## src/rtl/decode_pkg.sv

```systemverilog
// rtl/decode_pkg.sv - shared constants and types for the n-lane decode stage
package decode_pkg;

    localparam logic [3:0] REG_PC = 4'd15;

    localparam int LANES_DEF = 3;
    localparam int DW_DEF    = 18;

    typedef enum logic [1:0] {
        IMM_B8  = 2'b00,
        IMM_B12 = 2'b01,
        IMM_BR  = 2'b10,
        IMM_W24 = 2'b11
    } imm_src_t;

    typedef logic [LANES_DEF-1:0][DW_DEF-1:0] lane_vec_t;

endpackage

```

## src/rtl/regfile_nlane.sv

```systemverilog
// rtl/regfile_nlane.sv - multi-lane register file, R15 reads PC, optional DECODE_WRITE_BYPASS_EN forwarding
module regfile_nlane
    import decode_pkg::*;
#(
    parameter int NLANES = 3,
    parameter int DW     = 18,
    parameter int NREGS  = 16,
    localparam int AW    = $clog2(NREGS)
) (
    input  logic                 clk,
    input  logic                 rst,
    input  logic                 we,
    input  logic [AW-1:0]        wa,
    input  logic [NLANES*DW-1:0] wd,
    input  logic [AW-1:0]        ra1,
    input  logic [AW-1:0]        ra2,
    input  logic [NLANES*DW-1:0] r15,
    output logic [NLANES*DW-1:0] rd1,
    output logic [NLANES*DW-1:0] rd2
);

    localparam logic [AW-1:0] PC_A = AW'(REG_PC);

    logic [NLANES*DW-1:0] mem [NREGS];

    // Entry 15 is never written; its reads are served from r15 instead.
    always_ff @(posedge clk or posedge rst) begin
        if (rst) begin
            for (int i = 0; i < NREGS; i++) begin
                mem[i] <= '0;
            end
        end else if (we && (wa != PC_A)) begin
            mem[wa] <= wd;
        end
    end

    always_comb begin
        if (ra1 == PC_A) begin
            rd1 = r15;
        end
`ifdef DECODE_WRITE_BYPASS_EN
        else if (we && (wa == ra1)) begin
            rd1 = wd;
        end
`endif
        else begin
            rd1 = mem[ra1];
        end
    end

    always_comb begin
        if (ra2 == PC_A) begin
            rd2 = r15;
        end
`ifdef DECODE_WRITE_BYPASS_EN
        else if (we && (wa == ra2)) begin
            rd2 = wd;
        end
`endif
        else begin
            rd2 = mem[ra2];
        end
    end

endmodule

```

## src/rtl/decode_stage_nlane.sv

```systemverilog
// rtl/decode_stage_nlane.sv - decode stage with n-lane regfile and D/E register (DECODE_WRITE_BYPASS_EN optional)
module decode_stage_nlane
    import decode_pkg::*;
#(
    parameter int NLANES = 3,
    parameter int DW     = 18,
    parameter int NREGS  = 16,
    localparam int AW    = $clog2(NREGS)
) (
    input  logic                 clk,
    input  logic                 rst,
    input  logic [31:0]          instr_d,
    input  logic                 valid_d,
    input  logic                 stall_d,
    input  logic                 flush_d,
    input  logic [1:0]           reg_src_d,
    input  logic [1:0]           imm_src_d,
    input  logic                 reg_write_w,
    input  logic [AW-1:0]        wa3_w,
    input  logic [NLANES*DW-1:0] wd3_w,
    input  logic [NLANES*DW-1:0] r15_d,
    output logic [NLANES*DW-1:0] rd1_e,
    output logic [NLANES*DW-1:0] rd2_e,
    output logic [DW-1:0]        ext_imm_e,
    output logic [AW-1:0]        ra1_e,
    output logic [AW-1:0]        ra2_e,
    output logic [AW-1:0]        wa3_e,
    output logic                 valid_e
);

    logic [AW-1:0]        ra1_d, ra2_d, wa3_d;
    logic [NLANES*DW-1:0] rd1_d, rd2_d;
    logic [DW-1:0]        ext_imm_d;
    logic                 unused_instr_hi;

    assign unused_instr_hi = ^instr_d[31:24];

    assign ra1_d = reg_src_d[0] ? AW'(REG_PC) : AW'(instr_d[19:16]);
    assign ra2_d = reg_src_d[1] ? AW'(instr_d[15:12]) : AW'(instr_d[3:0]);
    assign wa3_d = AW'(instr_d[15:12]);

    regfile_nlane #(
        .NLANES (NLANES),
        .DW     (DW),
        .NREGS  (NREGS)
    ) u_regfile (
        .clk (clk),
        .rst (rst),
        .we  (reg_write_w),
        .wa  (wa3_w),
        .wd  (wd3_w),
        .ra1 (ra1_d),
        .ra2 (ra2_d),
        .r15 (r15_d),
        .rd1 (rd1_d),
        .rd2 (rd2_d)
    );

    // Branch offsets are word-scaled and signed; other modes are unsigned fields.
    always_comb begin
        ext_imm_d = '0;
        case (imm_src_t'(imm_src_d))
            IMM_B8:  ext_imm_d = DW'({56'b0, instr_d[7:0]});
            IMM_B12: ext_imm_d = DW'({52'b0, instr_d[11:0]});
            IMM_BR:  ext_imm_d = DW'({{38{instr_d[23]}}, instr_d[23:0], 2'b00});
            IMM_W24: ext_imm_d = DW'({40'b0, instr_d[23:0]});
            default: ext_imm_d = '0;
        endcase
    end

    always_ff @(posedge clk or posedge rst) begin
        if (rst) begin
            rd1_e     <= '0;
            rd2_e     <= '0;
            ext_imm_e <= '0;
            ra1_e     <= '0;
            ra2_e     <= '0;
            wa3_e     <= '0;
            valid_e   <= 1'b0;
        end else if (flush_d) begin
            rd1_e     <= '0;
            rd2_e     <= '0;
            ext_imm_e <= '0;
            ra1_e     <= '0;
            ra2_e     <= '0;
            wa3_e     <= '0;
            valid_e   <= 1'b0;
        end else if (!stall_d) begin
            rd1_e     <= rd1_d;
            rd2_e     <= rd2_d;
            ext_imm_e <= ext_imm_d;
            ra1_e     <= ra1_d;
            ra2_e     <= ra2_d;
            wa3_e     <= wa3_d;
            valid_e   <= valid_d;
        end
    end

endmodule

```

## config.mk

```make
export PLATFORM = sky130hd
export DESIGN_NAME = decode_stage_nlane
export DESIGN_NICKNAME = d
export VERILOG_FILES = /design/src/rtl/decode_pkg.sv /design/src/rtl/regfile_nlane.sv /design/src/rtl/decode_stage_nlane.sv
export SDC_FILE = /design/constraint.sdc
export NUM_CORES = 2
export LEC_CHECK = 0
export BUFFER_PORTS_ARGS = -buffer_cell sky130_fd_sc_hd__buf_2
export CAP_MARGIN = 20
export CORE_MARGIN = 5
export CORE_UTILIZATION = 41
export DETAILED_ROUTE_END_ITERATION = 8
export GPL_TIMING_DRIVEN = 0
export PLACE_DENSITY = 0.64
export SYNTH_ARGS = -nofsm -noshare
export SYNTH_HDL_FRONTEND = slang
export SYNTH_SLANG_ARGS = --single-unit
export TNS_END_PERCENT = 5
```

## constraint.sdc

```tcl
create_clock -name clk -period 31.1 [get_ports clk]
set_input_delay 3.11 -clock clk [delete_from_list [all_inputs] [get_ports clk]]
set_output_delay 3.11 -clock clk [all_outputs]
set_load 0.02 [all_outputs]
```

==> flow_summary.toml <==
[run_status]
status = "complete, no violations"

[sta]
final_max_slew_viol_count = 0
setup_tns_ps = 0
slew_headroom = 0.146
finalHoldViolCount = 0
holdWs_ps = 462
tightest_slew_ps = 1280
rsz0062_at_grt = "no"
max_freq_mhz = 168
worst_slack_ps = 25160
min_period_ps = 5940
setup_viol_count_final = 0
clock-skew-final_ps = 32.2
period_share = 0.191

[synth]
post_synth_fa_ha_maj_area_fraction = 0
syn_area_sq_um = 50400
synth_fp_nets = 4896
syn_avg_cell_area_sq_um = 10.6
synth_top_area_share = 0.472
synth-seq-area-share = 0.472
synth_compound_area_frac = 0.127
synthMuxAreaShare = 0.241
synthTopCellsByArea = "dfrtp_1 (47%), mux2_2 (13%), nand2_1 (6.2%), mux2_1 (4.8%), mux2i_1 (3.5%)"
synth_cell_types = 56
synth-seq-cells = 952
synth_top_family_by_area = "multiplexers"
synthTopCellsByCount = "dfrtp_1 (952), nand2_1 (828), mux2_2 (596)"
synthSimpleGateAreaFrac = 0.117
synth_edf_count = 0
ys_async_sr_fraction = 1.00
synth_flop_cell = "dfrtp_1"
yosysTopAreaCell = "dfrtp_1"
postSynthCellCount = 4742
synth_xor_area_frac = 0
synth.most_common_cell = "dfrtp_1"
yosysWarnings = 0

[route]
wl_um = 193000
final_antenna_net_count = 0
vias_per_cell = 6.25
drtPass1Iterations = 6
drc = 0
routed-via-count = 42900
drtIter0Drc = 5287
wl_per_cell_um = 28.2

[die]
row_count = 128
dieWidth_um = 361
die_height_um = 361
core-area_sq_um = 122000
initial_core_util = 0.413
ios = 293
die_area_sq_um = 130000

[critical_path]
cp.buffers_inverters = 3
crit_top_cell = "clkbuf_1"
worst-endpoint-required_ps = 31690
cpMaxStageDelayCell = "clkbuf_1"
worstSetupPathType = "input port to register"
worstPathCellList = "buf_2 > clkbuf_1 > nor2_1 > nand2_1 > clkbuf_1 > o211ai_1 > o22ai_1"
startpoint_type = "input port"
crit_fanout = 10
crit_path_end_kind = "register"
critPathTopFamily = "buffers and inverters"
cp.arrival_ps = 6530
slowest_delay_ps = 770

[cts]
cts_setup_buffers = 0
cts_sinks = 952
cts_buffers = 103
h-tree-depth = 3
cts_root_buf = "clkbuf_16"
post_cts_resized = 0
tritoncts = "built"
cts_hold_buf = 0
clk_latency_ps = 710
clockBufferDepth = 3
clkTransAtPathRegs_ps = 60

[global_routing]
antenna_found_initial = 10
grtUsageTotal = 0.287
grt_pass1_vias = 42600
grt_first_pass_wirelength_um = 282000
grt_max_degree = 127
overflow = 0

[placement]
hpwl_um = 142000
dp_cells = 6657
port_buffers = 273
place_area_sq_um = 54200
dpl_worst_slack_ps = 24810
gp_congestion = 0.950

[final_layout]
drive_gt1_frac = 0.259
design_area_sq_um = 57700
final_cell_count_no_fill = 6857
syn_to_final_growth_pct = 14.5
fin_nets = 5294
fin_util = 0.473

[hold_path]
holdCritPathClass = "register to register"

[run]
max-cap-violations = 0

[pwr]
powerDensity_nw_per_um2 = 65.1
ir_drop_mv = 0.0511
total_power_mw = 3.76
leakage_nw = 24.9
-- kinds of logic (layout without fill, tap and decap cells) --
group | count (synthesis) | after routing
flip-flops | 952 | 952
AO/OA/AOI/OAI | 912 | 912
other | 0 | 10
buffers and inverters | 485 | 965
multiplexers | 1043 | 1043
AND/OR/NAND/NOR | 1350 | 1350
-- where the power goes --
| part | total [mW] | switching, mW | internal, mW |
|---|---|---|---|
| logic | 0.775 | 0.417 | 0.358 |
| clock network | 1.27 | 0.533 | 0.740 |
| registers | 1.71 | 0.207 | 1.50 |
| total | 3.76 | 1.16 | 2.60 |
-- registers in the layout (all words and copies together) (netlist names) --
name           flops
u_regfile.mem    813
rd1_e             54
rd2_e             54
ext_imm_e         18
ra1_e              4
ra2_e              4
wa3_e              4
valid_e            1
-- path summary, 6_finish.rpt --
path,from,cells after the start,to,slack [ps]
worst min register to register,u_regfile.mem[51]$_DFFE_PP0P_,1,u_regfile.mem[51]$_DFFE_PP0P_,460
worst min-delay path,u_regfile.mem[51]$_DFFE_PP0P_,1,u_regfile.mem[51]$_DFFE_PP0P_,460
worst max-delay path,reg_src_d[0],7,rd1_e[37]$_DFFE_PP0P_,25160
max in group asynchronous,rst,4,u_regfile.mem[448]$_DFFE_PP0P_,26850
worst max register to register,u_regfile.mem[436]$_DFFE_PP0P_,3,rd1_e[4]$_DFFE_PP0P_,29230
min in group asynchronous,rst,2,ext_imm_e[14]$_DFFE_PP0P_,2560
-- cell usage in the layout (no fill, tap or decap), types with 4 or more instances in the layout --
cell	instances
nand2b_1	7
o22ai_1	82
buf_8	6
a22oi_1	112
mux4_2	53
o22ai_2	29
dfrtp_1	952
clkinvlp_4	7
diode_2	10
a221oi_1	55
clkbuf_8	25
o211ai_1	52
clkbuf_16	106
buf_1	24
buf_6	17
o32ai_1	55
a2111oi_0	44
nand3_1	320
a21oi_1	179
nor2b_1	106
nor2_1	50
buf_2	447
nor3_4	4
mux2_1	216
clkinv_2	17
bufinv_16	7
a2111oi_1	7
mux2i_1	174
a31oi_1	108
inv_1	6
a211oi_1	110
clkbuf_1	278
buf_16	8
o21ai_0	58
a222oi_1	4
nand2_1	828
and2_1	20
buf_4	6
mux2_2	596
-- metal layers --
metal	global-route usage	vias to the layer above	share of wire
met2	0.450	2378	0.45
li1	-	18100	-
met5	0	-	0.00022
met4	0.137	6	0.056
met1	0.365	21800	0.39
met3	0.0839	558	0.10
-- final cells by class --
class                           instances  area (sq um)
Multi-Input combinational cell       3305         24500
Timing Repair Buffer                  293          1750
Tap cell                             1625          2030
Inverter                                9          41.3
Buffer                                476          2120
Fill cell                           11500         64300
Sequential cell                       952         23800
Clock inverter                         35           390
Clock buffer                          152          3080
Antenna cell                           10          25.0
Note: power is estimated with default switching activity, not from simulation.
